## src/rtl/sap_pkg.sv

```systemverilog
// sap_pkg: shared widths and the program-loader state encoding for the
// SAP computer. No ports; imported by program_loader and load_checksum.
package sap_pkg;

    localparam int SAP_ADDR_W = 4;
    localparam int SAP_DATA_W = 8;

    typedef enum logic [2:0] {
        IDLE,
        LEN,
        DATA,
        CHK,
        DRAIN,
        DONE,
        ERR
    } load_state_e;

endpackage

```

## src/rtl/load_checksum.sv

```systemverilog
// load_checksum: running modulo-2^DATA_W sum over the loader frame.
// Ports: clk, reg_clr (async reset), clr_i (zero the sum), add_i
// (accumulate data_i), data_i (frame byte), match_o (sum + data_i == 0).
module load_checksum
    import sap_pkg::*;
#(
    parameter int DATA_W = SAP_DATA_W
) (
    input  logic              clk,
    input  logic              reg_clr,
    input  logic              clr_i,
    input  logic              add_i,
    input  logic [DATA_W-1:0] data_i,
    output logic              match_o
);

    logic [DATA_W-1:0] sum_q;
    logic [DATA_W-1:0] sum_d;
    logic [DATA_W-1:0] total;

    // The checksum byte itself is presented on data_i while in CHK,
    // so the match looks at the sum including the current byte.
    assign total   = sum_q + data_i;
    assign match_o = (total == '0);

    always_comb begin
        sum_d = sum_q;
        if (clr_i) begin
            sum_d = '0;
        end else if (add_i) begin
            sum_d = total;
        end
    end

    always_ff @(posedge clk or posedge reg_clr) begin
        if (reg_clr) begin
            sum_q <= '0;
        end else begin
            sum_q <= sum_d;
        end
    end

endmodule

```

## src/rtl/program_loader.sv

```systemverilog
// program_loader: writes a length-prefixed byte frame into the 16x8 SAP
// program memory starting at address 0, holding the processor in clear.
// Ports: clk, reg_clr (async active-high reset), start (load pulse),
//   in_data/in_valid/in_ready (byte handshake), mem_addr/mem_data/mem_we
//   (memory write port, registered), proc_hold, busy, done, err.
// Build option: define LOADER_CHECKSUM_EN to expect a trailing checksum
//   byte (CHK state, load_checksum instance); otherwise DATA -> DRAIN.
module program_loader
    import sap_pkg::*;
#(
    parameter int ADDR_W = SAP_ADDR_W,
    parameter int DATA_W = SAP_DATA_W
) (
    input  logic              clk,
    input  logic              reg_clr,
    input  logic              start,
    input  logic [DATA_W-1:0] in_data,
    input  logic              in_valid,
    output logic              in_ready,
    output logic [ADDR_W-1:0] mem_addr,
    output logic [DATA_W-1:0] mem_data,
    output logic              mem_we,
    output logic              proc_hold,
    output logic              busy,
    output logic              done,
    output logic              err
);

    localparam int DEPTH = 1 << ADDR_W;
    localparam int CNT_W = ADDR_W + 1;

    load_state_e       state_q;
    load_state_e       state_d;
    logic [CNT_W-1:0]  cnt_q;
    logic [CNT_W-1:0]  cnt_d;
    logic [ADDR_W-1:0] addr_q;
    logic [ADDR_W-1:0] addr_d;
    logic              we_q;
    logic              we_d;
    logic [ADDR_W-1:0] waddr_q;
    logic [ADDR_W-1:0] waddr_d;
    logic [DATA_W-1:0] wdata_q;
    logic [DATA_W-1:0] wdata_d;

    logic              xfer;
    logic              len_bad;
    logic              last_word;
    logic [DATA_W:0]   len_ext;

    assign in_ready  = (state_q == LEN) || (state_q == DATA)
                    || (state_q == CHK);
    assign busy      = in_ready || (state_q == DRAIN);
    assign proc_hold = busy || (state_q == ERR);
    assign done      = (state_q == DONE);
    assign err       = (state_q == ERR);

    assign mem_we    = we_q;
    assign mem_addr  = waddr_q;
    assign mem_data  = wdata_q;

    assign xfer      = in_valid && in_ready;
    assign len_ext   = {1'b0, in_data};
    assign len_bad   = len_ext > (DATA_W+1)'(DEPTH);
    assign last_word = (cnt_q == CNT_W'(1));

`ifdef LOADER_CHECKSUM_EN
    logic sum_ok;
    logic sum_clr;
    logic sum_add;

    // Clear only when start is honoured, so a stray start mid-load
    // cannot corrupt the running sum.
    assign sum_clr = start && ((state_q == IDLE) || (state_q == DONE)
                            || (state_q == ERR));
    assign sum_add = xfer && ((state_q == LEN) || (state_q == DATA));

    load_checksum #(
        .DATA_W (DATA_W)
    ) u_chk (
        .clk     (clk),
        .reg_clr (reg_clr),
        .clr_i   (sum_clr),
        .add_i   (sum_add),
        .data_i  (in_data),
        .match_o (sum_ok)
    );
`endif

    always_comb begin
        state_d = state_q;
        cnt_d   = cnt_q;
        addr_d  = addr_q;
        we_d    = 1'b0;
        waddr_d = waddr_q;
        wdata_d = wdata_q;
        unique case (state_q)
            IDLE, DONE, ERR: begin
                if (start) begin
                    state_d = LEN;
                end
            end
            LEN: begin
                if (xfer) begin
                    if (len_bad) begin
                        state_d = ERR;
                    end else begin
                        state_d = DATA;
                        addr_d  = '0;
                        // A zero length byte means a full memory image.
                        cnt_d   = (in_data == '0) ? CNT_W'(DEPTH)
                                                  : in_data[CNT_W-1:0];
                    end
                end
            end
            DATA: begin
                if (xfer) begin
                    we_d    = 1'b1;
                    waddr_d = addr_q;
                    wdata_d = in_data;
                    cnt_d   = cnt_q - CNT_W'(1);
                    if (last_word) begin
`ifdef LOADER_CHECKSUM_EN
                        state_d = CHK;
`else
                        state_d = DRAIN;
`endif
                    end else begin
                        // Held on the last word so the address never wraps.
                        addr_d = addr_q + ADDR_W'(1);
                    end
                end
            end
`ifdef LOADER_CHECKSUM_EN
            CHK: begin
                if (xfer) begin
                    state_d = sum_ok ? DRAIN : ERR;
                end
            end
`endif
            DRAIN: begin
                state_d = DONE;
            end
            default: begin
                state_d = IDLE;
            end
        endcase
    end

    always_ff @(posedge clk or posedge reg_clr) begin
        if (reg_clr) begin
            state_q <= IDLE;
            cnt_q   <= '0;
            addr_q  <= '0;
            we_q    <= 1'b0;
            waddr_q <= '0;
            wdata_q <= '0;
        end else begin
            state_q <= state_d;
            cnt_q   <= cnt_d;
            addr_q  <= addr_d;
            we_q    <= we_d;
            waddr_q <= waddr_d;
            wdata_q <= wdata_d;
        end
    end

endmodule

```

## config.mk

```make
export PLATFORM = sky130hd
export DESIGN_NAME = program_loader
export DESIGN_NICKNAME = d
export VERILOG_FILES = /design/src/rtl/sap_pkg.sv /design/src/rtl/load_checksum.sv /design/src/rtl/program_loader.sv
export SDC_FILE = /design/constraint.sdc
export NUM_CORES = 1
export LEC_CHECK = 0
export CAP_MARGIN = 20
export CORE_MARGIN = 8
export CORE_UTILIZATION = 45
export CTS_BUF_LIST = sky130_fd_sc_hd__clkbuf_16
export DETAILED_ROUTE_END_ITERATION = 16
export GPL_ROUTABILITY_DRIVEN = 1
export HOLD_SLACK_MARGIN = 0.06
export PLACE_DENSITY_LB_ADDON = 0.15
export SETUP_SLACK_MARGIN = 0.4
export SLEW_MARGIN = 20
export SYNTH_ARGS = -nofsm -noshare
export SYNTH_HDL_FRONTEND = slang
export SYNTH_SLANG_ARGS = --single-unit
```

## constraint.sdc

```tcl
create_clock -name clk -period 1.6 [get_ports clk]
set_input_delay 0.16 -clock clk [delete_from_list [all_inputs] [get_ports clk]]
set_output_delay 0.16 -clock clk [all_outputs]
set_load 0.01 [all_outputs]
```

Word-level counts from Yosys, hierarchy flattened
Index checks and enable logic that the tools add are counted.
W data, S select, Z words.
{"block": "totals", "mem_bits_ro": 0, "latchBits": 0, "ff_bits": 25, "inputBits": 12, "mem_bits_rw": 0, "n_memories": 0}
{"block": "classes", "n_reduce_logical": 13, "eq_ne": 13, "add_sub_neg": 2, "bitwise_logic": 0, "order_cmp": 1, "shifts": 0, "multipliers": 0, "muxes": 18, "div": 0}
{"operator": "$mux W5", "count": 4}
{"operator": "$mux W4", "count": 4}
{"operator": "$mux W3", "count": 5}
{"operator": "$ne A2 B2 Y1 const B", "count": 6}
{"operator": "$pmux W3 S4", "count": 1}
{"operator": "$pmux W5 S2", "count": 1}
{"operator": "$eq A3 B3 Y1 const B", "count": 3}
{"operator": "$gt A8 B5 Y1 const B", "count": 1}
{"operator": "$logic_not A8 Y1", "count": 1}
{"operator": "$pmux W4 S2", "count": 1}
{"operator": "$reduce_and A4 Y1", "count": 2}
{"operator": "$eq A3 B2 Y1 const B", "count": 2}
{"operator": "$eq A5 B1 Y1 const B", "count": 1}
{"operator": "$reduce_and A5 Y1", "count": 1}
{"operator": "$sub A5 B1 Y5 const B", "count": 1}
{"operator": "$add A4 B1 Y4 const B", "count": 1}
{"operator": "$logic_or A1 B1 Y1", "count": 4}
{"operator": "$eq A3 B1 Y1 const B", "count": 1}
{"operator": "$logic_not A3 Y1", "count": 1}
{"operator": "$reduce_or A3 Y1", "count": 1}
{"operator": "$mux W1", "count": 2}
{"operator": "$reduce_and A2 Y1", "count": 1}
{"operator": "$reduce_bool A2 Y1", "count": 1}
{"operator": "$logic_and A1 B1 Y1", "count": 1}

Logic depth before layout (Yosys ltp)
Gate-level depths: netlist of the first run.
{"block": "depth", "word_depth": 6, "depth_mapped": 6, "ltp_nobuf": 6}

Worst setup path after synthesis of the first run
OpenSTA, ideal clock, no wires.
{"block": "synth_timing", "path_type": "reg2reg", "start": "register state_q[0]", "end": "register wdata_q[4] (netlist: mem_data[4])", "t_required_ns": 1.475, "slack_ns": -0.056, "synth_period_minus_slack_ns": 1.656, "arrival_time_ns": 1.531, "stages_incl_launch_ff": 6, "n_path_buf": 1, "path_cell_list": "dfrtp_1 > clkbuf_8 > nor3b_2 > nand2_2 > inv_2 > mux2_2"}
{"block": "synth_via", "elab_chain_len": 5, "word_cells_on_any_way": 7, "classes_between": "eq/ne (3); reduce/logical (4)"}
{"element": "start, declared", "line": "program_loader.sv:32", "rtl": "load_state_e state_q;"}
{"element": "start signal, assigned", "line": "program_loader.sv:158", "rtl": "state_q <= state_d;"}
{"element": "$eq A3 B1 Y1 or $eq A3 B2 Y1 (tied branches)", "line": "program_loader.sv:50, program_loader.sv:96"}
{"element": "$logic_or A1 B1 Y1", "line": "program_loader.sv:50", "rtl": "assign in_ready = (state_q == LEN) || (state_q == DATA)"}
{"element": "$logic_or A1 B1 Y1", "line": "program_loader.sv:51", "rtl": "|| (state_q == CHK);"}
{"element": "$logic_and A1 B1 Y1", "line": "program_loader.sv:61", "rtl": "assign xfer = in_valid && in_ready;"}
{"element": "$reduce_and A2 Y1 (no source line) *"}
{"element": "end signal, assigned", "line": "program_loader.sv:163", "rtl": "wdata_q <= wdata_d;"}
{"element": "end, declared", "line": "program_loader.sv:42", "rtl": "logic [DATA_W-1:0] wdata_q;"}
Every way passes the cells marked *; elsewhere a longest branch is shown, timed or not.
A chain may end at the register's enable or synchronous reset.

Worst setup path in the final report of the first run
{"block": "layout_timing", "start": "register cnt_q[1]", "end": "register addr_q[3]"}
{"block": "layout_via", "elab_chain_len": 3}
{"element": "start, declared", "line": "program_loader.sv:34", "rtl": "logic [CNT_W-1:0] cnt_q;"}
{"element": "start signal, assigned", "line": "program_loader.sv:159", "rtl": "cnt_q <= cnt_d;"}
{"element": "$eq A5 B1 Y1", "line": "program_loader.sv:64", "rtl": "assign last_word = (cnt_q == CNT_W'(1));"}
{"element": "$ne A2 B2 Y1 (no source line)"}
{"element": "$reduce_and A5 Y1 (no source line)"}
{"element": "end signal, assigned", "line": "program_loader.sv:160", "rtl": "addr_q <= addr_d;"}
{"element": "end, declared", "line": "program_loader.sv:36", "rtl": "logic [ADDR_W-1:0] addr_q;"}
No other way between the ends.

==> flow_summary_export.csv, run 1 <==
group,metric,value,unit
clocking,clock-sinks,25,
yosys,syn_avg_cell_area,10.5,µm²
floorplanning,die_height,70.7,µm
sta,fin_crit,1680,ps
routing,drtIter0Drc,82,
critical_path,end_kind,"flop",
clocking,worstSkewPairLatency,260,ps
floorplanning,die-area,4990,µm²
layout,layout-drive-gt1-share,0.505,
routing,wl_per_cell,17.8,µm
layout,utilization,0.780,
clocking,cts_tree,"built",
yosys,yosys_register_bits,25,
global_routing,grt_overflow,0,
placement,gp_congestion,0.870,
layout,instances_no_fill,231,
floorplanning,io-pin-count,30,
global_routing,grt_max_degree,26,
critical_path,worstPathMaxFanout,5,
sta,max_freq,0.596,GHz
sta,setup_violations,18,
sta,setup_ws,-78.0,ps
clocking,cts.clk_slew.worst_paths,70,ps
critical_path,worstPathRequired,1760,ps
clocking,cts_buffers,3,
yosys,syn_area,1350,µm²
job,max-cap-violations,0,
global_routing,grt_pass1_vias,1392,
layout,areaGrowthSynthToFinish,71.3,%
yosys,yosys.area.top_type,"dfrtp_1",
sta,slew_headroom,0.751,
global_routing,grt_usage,0.154,
placement,hpwl,2730,µm
worst_hold_path,min_path_type,"in -> async",
routing,ant_nets,0,
critical_path,crit_type,"reg -> reg",
pwr,p_leak,1.06,nW
sta,hold_viol_final,0,
sta,worstMarginPinSlew,373,ps
critical_path,crit_arrival,1840,ps
yosys,synth_top_cell_area_share,0.465,
layout,n_antenna_cell,0,
yosys,synthCells,128,
clocking,clockBufferDepth,2,
yosys,synthDistinctLibCells,41,
pwr,ir_worst_vdd,980,µV
placement,pre_cts_ws,-371,ps
layout,seqCellArea,628,µm²
pwr,power_density,1710,nW/µm²
sta,fin_worst_skew,1.91,ps
placement,placed_cells,215,
outcome,status,"complete, but fails checks",
global_routing,antenna_found_initial,0,
global_routing,grt_first_pass_wirelength,6390,µm
routing,dr.pass1.iters,4,
outcome,violations,"negative setup slack",
yosys,synth.area.top_cells,"dfrtp_1 47%, mux2_2 11%, o21ai_0 6.3%, ha_1 2.8%, o41ai_4 2.0%",
clocking,cts-hold-fix-buffers,0,
yosys,synth_nets,143,
yosys,yosysMostFrequentCell,"dfrtp_1",
sta,slew_viol_final,0,
yosys,async_flop_share,1.00,
critical_path,start_kind,"flop",
sta,min_period_over_period,1.05,
routing,vias,1265,
yosys,yosysWarnings,0,
floorplanning,die_x,70.7,µm
yosys,yosysSeqAreaShare,0.465,
yosys,ys.flop_type,"dfrtp_1",
sta,rsz0062_at_grt,"yes",
layout,finish.net_count,214,
routing,routed_wl,4120,µm
clocking,htreeDepth,1,
yosys,ys_top_cells_by_count,"25 x dfrtp_1, 17 x o21ai_0, 13 x mux2_2",
floorplanning,core-area,2950,µm²
floorplanning,rows,20,
layout,fill_cells,199,
placement,port_buffers,29,
routing,vias_per_cell,5.48,
yosys,synth-edff-count,0,
routing,drcViolationCount,0,
layout,multi_input_area,872,µm²
clocking,root_buffer,"clkbuf_16",
pwr,p_total,3.94,mW
floorplanning,start_util,0.456,
-- worst max-delay path, cell delays in order (launching register included) --
cell	delay, ps
dfrtp_1	390
inv_2	80
ha_4	130
or4b_4	480
a32oi_4	300
o21ai_1	120
o31ai_1	80
-- routing by layer --
layer  share of wire  vias to the layer above  track usage
li1                -                      604            -
met1            0.42                      630        0.172
met2            0.54                       29        0.289
met3           0.033                        2       0.0254
met4          0.0034                        0       0.0462
met5               0                        -            0
-- power by group --
group          total, mW  internal (mW)  switching [mW]  leakage [nW]
clock network      0.569          0.339           0.230        0.0371
logic               2.31           1.30            1.01         0.704
registers           1.06          0.867           0.195         0.315
total               3.94           2.51            1.43          1.06
-- layout make-up --
type | count | area share
Timing Repair Buffer | 72 | 0.281
Sequential cell | 25 | 0.273
Tap cell | 33 | 0.0179
Inverter | 7 | 0.0136
Clock inverter | 1 | 0.00326
Clock buffer | 3 | 0.0326
Multi-Input combinational cell | 90 | 0.379
-- cells by family after synthesis --
group	synth area share
simple gates	0.150
flops	0.465
xor+xnor	0.00651
buf+inv	0.0465
compound gates	0.188
fa+ha+maj	0.0279
mux	0.116
-- state kept, by name (all words and copies together), names as in the netlist --
name and flops:
cnt_q 5, mem_addr 4, mem_data 8, mem_we 1, state_q 3, addr_q 4
-- layout by cell type, fill, tap and decap left out, drive strengths merged, types with 2 or more instances in the layout --
| master | n |
|---|---|
| nand3 | 5 |
| a21oi | 5 |
| dlygate4sd2 | 17 |
| buf | 48 |
| o21ai | 17 |
| dfrtp | 25 |
| and2 | 2 |
| nor2 | 6 |
| a21o | 2 |
| nand2 | 6 |
| inv | 6 |
| a211oi | 2 |
| clkdlybuf4s50 | 7 |
| o31ai | 2 |
| nand2b | 3 |
| clkbuf | 3 |
| nor2b | 2 |
| mux2 | 13 |
| nor3 | 2 |
| a2bb2oi | 2 |
| ha | 3 |
-- stage by stage --
step	hold WS [ps]	cell area (µm²)	TNS, ps
after floorplan	187	1410	0
after global placement	483	1940	-1600
after detailed placement	490	1940	-2300
after CTS	266	2130	-114
after global routing	285	2300	-1500
final	256	2300	-421
-- repair_timing --
action / in CTS / in global routing
buffers inserted: 4 / 7
resized for setup: 69 / 33
pin swaps: 12 / 19
cloned: 0 / 1
hold endpoints to repair: 0 / 0
setup endpoints to repair: 42 / 29
-- path summary, 6_finish.rpt --
path	from	endpoint	slack [ps]	depth (start not counted)
max	cnt_q[1]$_DFFE_PP0P_	addr_q[3]$_DFFE_PP0P_	-80	6
min reg2reg	mem_data[1]$_DFFE_PP0P_	mem_data[1]$_DFFE_PP0P_	510	1
min	reg_clr	mem_data[0]$_DFFE_PP0P_	260	3
min in group clk	in_data[1]	mem_data[1]$_DFFE_PP0P_	480	3
max reg2reg	cnt_q[1]$_DFFE_PP0P_	addr_q[3]$_DFFE_PP0P_	-80	6
max in group asynchronous	reg_clr	state_q[2]$_DFFE_PP0P_	1070	3
Power figures use the tool's default switching activity.
==> inputs of run 2 (changes only) <==
--- a/config.mk
+++ b/config.mk
@@ -12,7 +12,7 @@
 export DETAILED_ROUTE_END_ITERATION = 16
 export GPL_ROUTABILITY_DRIVEN = 1
 export HOLD_SLACK_MARGIN = 0.06
-export PLACE_DENSITY_LB_ADDON = 0.15
+export PLACE_DENSITY = 0.79
 export SETUP_SLACK_MARGIN = 0.4
 export SLEW_MARGIN = 20
 export SYNTH_ARGS = -nofsm -noshare
==> flow_summary_export.csv, run 2 (synthesis gave the netlist of run 1 again) <==
group,metric,value,unit
routing,dr.pass1.iters,4,
clocking,root_buffer,"clkbuf_16",
sta,fin_crit,1660,ps
critical_path,path_buf_inv,2,
layout,fill_cells,205,
pwr,p_leak,1.04,nW
sta,hold_viol_final,0,
critical_path,end_kind,"flop",
clocking,htreeDepth,1,
global_routing,grt_first_pass_wirelength,6800,µm
outcome,status,"complete, but fails checks",
placement,placed_cells,214,
routing,drcViolationCount,0,
floorplanning,io-pin-count,30,
sta,slew_viol_final,0,
clocking,cts.clk_slew.worst_paths,70,ps
placement,port_buffers,29,
sta,fin_worst_skew,5.70,ps
layout,largest_reg_flops,8,
clocking,cts_buffers,3,
clocking,clockBufferDepth,2,
critical_path,cp_cell_sequence,"buf_6 -> buf_6 -> and2b_2 -> a31oi_4 -> or3_1 -> a22o_1",
floorplanning,core-area,2950,µm²
global_routing,grt_pass1_vias,1438,
floorplanning,die-area,4990,µm²
layout,instances_no_fill,230,
placement,hpwl,2830,µm
floorplanning,die_height,70.7,µm
critical_path,worstPathRequired,1750,ps
sta,setup_ws,-64.9,ps
critical_path,worstPathMaxFanout,3,
layout,areaGrowthSynthToFinish,66.4,%
global_routing,grt_usage,0.167,
sta,max_freq,0.601,GHz
layout,fin_area,2240,µm²
critical_path,critPathTopFamily,"simple AND/OR/NAND/NOR gates",
global_routing,grt_overflow,0,
routing,ant_nets,0,
critical_path,cpMostUsedCell,"buf_6",
sta,min_period_over_period,1.04,
critical_path,critical_path.startpoint,"state_q[1]$_DFFE_PP0P_",
sta,worstMarginPinSlew,359,ps
critical_path,crit_type,"reg -> reg",
clocking,cts_tree,"built",
outcome,violations,"negative setup slack",
critical_path,reg2reg_setup_slack,-60,ps
pwr,power_density,1700,nW/µm²
critical_path,crit_arrival,1810,ps
sta,setup_violations,8,
layout,layout-drive-gt1-share,0.472,
floorplanning,rows,20,
routing,vias_per_cell,5.60,
layout,final_common_cell,"buf_4",
critical_path,reg2reg_from,"state_q[1]$_DFFE_PP0P_",
routing,routed_wl,4280,µm
critical_path,start_kind,"flop",
layout,layout_common_cells,"34 x buf_4, 23 x dfrtp_1, 15 x dlygate4sd2_1",
placement,placed_area,1930,µm²
global_routing,antenna_found_initial,0,
worst_hold_path,min_path_type,"in -> async",
layout,finish.net_count,213,
pwr,ir_worst_vdd,872,µV
sta,rsz0062_at_grt,"yes",
layout,n_antenna_cell,0,
critical_path,cpPeakStageDelay,400,ps
job,max-cap-violations,0,
clocking,worstSkewPairLatency,260,ps
critical_path,slowest_stage,"dfrtp_1",
floorplanning,start_util,0.456,
clocking,cts-hold-fix-buffers,0,
routing,vias,1289,
clocking,clock-sinks,25,
sta,slew_headroom,0.760,
routing,wl_per_cell,18.6,µm
placement,gp_congestion,0.818,
floorplanning,die_x,70.7,µm
routing,drtIter0Drc,73,
global_routing,grt_max_degree,26,
-- run 2: cell count changes in the layout (fill, tap and decap cells not counted), moves of 3 or more --
| cell | delta |
|---|---|
| clkdlybuf4s50_1 | +3 |
| o21ai_2 | -4 |
| buf_6 | -9 |
| buf_4 | +6 |
-- run 2: final timing paths --
path	end	cells after the start
min reg2reg	mem_addr[1]$_DFFE_PP0P_	1
max	cnt_q[4]$_DFFE_PP0P_	6
min	mem_data[4]$_DFFE_PP0P_	3
max reg2reg	cnt_q[4]$_DFFE_PP0P_	6
min in group clk	mem_data[3]$_DFFE_PP0P_	3
max in group asynchronous	state_q[0]$_DFFE_PP0P_	3
-- run 2: through the flow --
| stage | setup slack [ps] | total power [mW] | TNS [ps] | hold WS (ps) | util |
|---|---|---|---|---|---|
| floorplan | 46.2 | 1.94 | 0 | 187 | - |
| global placement | -290 | 2.74 | -1430 | 490 | 0.653 |
| detailed placement | -401 | 2.83 | -2430 | 479 | 0.653 |
| CTS | -80.7 | 3.58 | -217 | 255 | 0.727 |
| global route | -120 | 4.02 | -714 | 295 | 0.758 |
| finish | -64.9 | 3.81 | -221 | 243 | 0.758 |
-- run 2: layout make-up --
class / count / area (µm²) / area share
Tap cell: 33 / 41.3 / 0.0184
Clock inverter: 1 / 7.51 / 0.00335
Sequential cell: 25 / 628 / 0.281
Timing Repair Buffer: 71 / 609 / 0.272
Inverter: 7 / 31.3 / 0.0140
Multi-Input combinational cell: 90 / 846 / 0.378
Clock buffer: 3 / 75.1 / 0.0335
-- run 2: what timing repair did --
item,in CTS,in global routing
setup buffers,10,2
endpoints found under the hold margin,0,0
pin swaps,8,9
setup endpoints to repair,41,29
resized for setup,55,24
-- run 2: layer usage --
| layer | up-vias | routed length, µm | GRT usage |
|---|---|---|---|
| met2 | 50 | 2210 | 0.287 |
| met3 | 15 | 262 | 0.0523 |
| met1 | 623 | 1670 | 0.184 |
| met5 | - | 0 | 0 |
| met4 | 0 | 129 | 0.0762 |
| li1 | 601 | - | - |
-- run 2: power breakdown --
| part | internal [mW] | switching, mW |
|---|---|---|
| clock network | 0.340 | 0.240 |
| logic | 1.21 | 0.962 |
| registers | 0.867 | 0.188 |
-- run 2: worst min-delay path, delay by kind of cell --
| kind | cells | cell delay (ps) |
|---|---|---|
| buffers and inverters | 3 | 750 |
==> inputs of run 3 (changes only) <==
--- a/config.mk
+++ b/config.mk
@@ -5,6 +5,7 @@
 export SDC_FILE = /design/constraint.sdc
 export NUM_CORES = 1
 export LEC_CHECK = 0
+export ABC_AREA = 1
 export CAP_MARGIN = 20
 export CORE_MARGIN = 8
 export CORE_UTILIZATION = 45
@@ -14,6 +15,7 @@
 export HOLD_SLACK_MARGIN = 0.06
 export PLACE_DENSITY = 0.79
 export SETUP_SLACK_MARGIN = 0.4
+export SKIP_CTS_REPAIR_TIMING = 1
 export SLEW_MARGIN = 20
 export SYNTH_ARGS = -nofsm -noshare
 export SYNTH_HDL_FRONTEND = slang
==> flow_summary_export.csv, run 3 <==
group,metric,value,unit
outcome,status,"complete, no violations",
floorplanning,die_height,71.8,µm
worst_hold_path,min_path_type,"in -> async",
critical_path,worstPathMaxFanout,6,
yosys,yosys_register_bits,25,
critical_path,worstPathRequired,1440,ps
global_routing,grt_usage,0.131,
placement,placed_cells,267,
layout,largest_reg_flops,8,
critical_path,cpPeakStageDelay,470,ps
sta,fin_crit,1460,ps
sta,hold_slack,247,ps
yosys,ys.flop_type,"dfrtp_1",
global_routing,antenna_found_initial,0,
layout,layout_common_cells,"58 x nand2_1, 22 x dfrtp_1, 21 x nor2_1",
clocking,root_buffer,"clkbuf_16",
critical_path,cp_cell_sequence,"o21ai_2 -> nand2_1 -> or2_1 -> clkbuf_2",
global_routing,grt_max_degree,26,
layout,layout-drive-gt1-share,0.349,
floorplanning,start_util,0.466,
sta,fin_worst_skew,2.21,ps
pwr,ir_worst_vdd,1780,µV
critical_path,start_kind,"flop",
clocking,cts.clk_slew.worst_paths,70,ps
yosys,synthDistinctLibCells,18,
routing,vias_per_cell,5.09,
critical_path,crit_type,"reg -> out",
sta,slew_viol_final,0,
sta,setup_violations,0,
layout,seqCellArea,629,µm²
placement,hpwl,2410,µm
clocking,clock-sinks,25,
yosys,syn_area,1400,µm²
layout,finish.net_count,268,
yosys,synth.area.top_cells,"dfrtp_1 45%, nand2_1 22%, nor2_1 6.7%, nand3_1 6.4%, inv_1 6.2%",
floorplanning,rows,20,
yosys,async_flop_share,1.00,
layout,areaGrowthSynthToFinish,56.1,%
pwr,power_density,1740,nW/µm²
floorplanning,io-pin-count,30,
sta,setup_ws,144,ps
clocking,cts_tree,"built",
global_routing,grt_pass1_vias,1196,
yosys,yosysSeqAreaShare,0.447,
critical_path,reg2reg_setup_slack,160,ps
floorplanning,die-area,5150,µm²
yosys,yosysMostFrequentCell,"nand2_1",
layout,final_common_cell,"nand2_1",
clocking,clockBufferDepth,2,
sta,max_freq,0.687,GHz
routing,drcViolationCount,0,
sta,slew_headroom,0.779,
clocking,cts_buffers,3,
placement,pre_cts_ws,64.5,ps
sta,min_period_over_period,0.910,
critical_path,end_kind,"primary output",
sta,worstMarginPinSlew,331,ps
global_routing,grt_overflow,0,
routing,drtIter0Drc,92,
layout,multi_input_area,843,µm²
clocking,htreeDepth,1,
routing,routed_wl,3940,µm
clocking,worstSkewPairLatency,260,ps
critical_path,worstRegToRegCells,8,
yosys,synth_top_cell_area_share,0.447,
layout,instances_no_fill,285,
layout,n_antenna_cell,0,
critical_path,reg2reg_to,"cnt_q[0]$_DFFE_PP0P_",
yosys,syn_avg_cell_area,7.03,µm²
routing,vias,1450,
floorplanning,core-area,3000,µm²
job,max-cap-violations,0,
layout,fill_cells,204,
critical_path,reg2reg_from,"state_q[0]$_DFFE_PP0P_",
critical_path,slowest_stage,"dfrtp_2",
placement,gp_congestion,0.852,
global_routing,grt_first_pass_wirelength,5440,µm
yosys,yosysWarnings,0,
yosys,yosys.area.top_type,"dfrtp_1",
yosys,synthCells,199,
placement,port_buffers,29,
yosys,ys_top_cells_by_count,"81 x nand2_1, 25 x dfrtp_1, 25 x nor2_1",
sta,rsz0062_at_grt,"yes",
floorplanning,die_x,71.8,µm
yosys,synth-edff-count,0,
critical_path,crit_arrival,1300,ps
routing,ant_nets,0,
yosys,synth_nets,214,
sta,hold_viol_final,0,
routing,dr.pass1.iters,4,
routing,wl_per_cell,13.8,µm
pwr,p_leak,1.29,nW
-- run 3: cells by family (layout without fill, tap and decap cells) --
family,after synthesis,after routing,synth area share
XOR/XNOR,1,1,0.00626
flip-flops,25,25,0.447
AO/OA/AOI/OAI,11,11,0.0394
adder cells (fa/ha/maj),3,3,0.0268
buffers and inverters,27,79,0.0832
AND/OR/NAND/NOR,132,133,0.397
-- run 3: per-layer routing --
metal | share of wire | track usage
met5 | 0 | 0
met4 | 0.015 | 0.0476
met1 | 0.45 | 0.173
met3 | 0.027 | 0.0293
met2 | 0.50 | 0.204
-- run 3: layout make-up --
cell class | count | area share
multi-input combinational | 148 | 0.386
sequential | 25 | 0.288
timing repair inverter | 1 | 0.00344
tap | 33 | 0.0189
clock buffer | 3 | 0.0344
clock inverter | 1 | 0.00344
timing repair buffer | 49 | 0.219
inverter | 25 | 0.0458
-- run 3: per-stage QoR --
stage | util | TNS [ps] | area, µm² | total power [mW]
5_1_grt | 0.727 | 0 | 2180 | 4.08
3_5_place_dp | 0.598 | 0 | 1800 | 2.76
3_3_place_gp | 0.598 | 0 | 1800 | 2.74
6_report | 0.727 | 0 | 2180 | 3.80
4_1_cts | 0.625 | -746 | 1880 | 3.34
2_1_floorplan | - | 0 | 1430 | 2.03
-- run 3: worst max-delay path, delay by kind of cell (launching register included) --
family / cells / cell delay, ps
buffers and inverters: 1 / 130
AO/OA/AOI/OAI: 1 / 150
flip-flops: 1 / 470
AND/OR/NAND/NOR: 2 / 290
-- run 3: how the worst max path moves through the flow --
stage	from	endpoint	slack (ps)	cells after the start
after detailed placement	state_q[0]$_DFFE_PP0P_	proc_hold	60	4
final	state_q[0]$_DFFE_PP0P_	proc_hold	140	4
after floorplan	state_q[0]$_DFFE_PP0P_	addr_q[0]$_DFFE_PP0P_	360	8
after global routing	state_q[0]$_DFFE_PP0P_	cnt_q[0]$_DFFE_PP0P_	80	8
after CTS	state_q[0]$_DFFE_PP0P_	proc_hold	-230	4
after global placement	state_q[0]$_DFFE_PP0P_	proc_hold	90	4
-- run 3: power by group --
| part | switching (mW) | internal (mW) | leakage [nW] |
|---|---|---|---|
| clock network | 0.231 | 0.340 | 0.0371 |
| registers | 0.252 | 0.869 | 0.322 |
| logic | 1.12 | 0.983 | 0.932 |
| total | 1.61 | 2.19 | 1.29 |
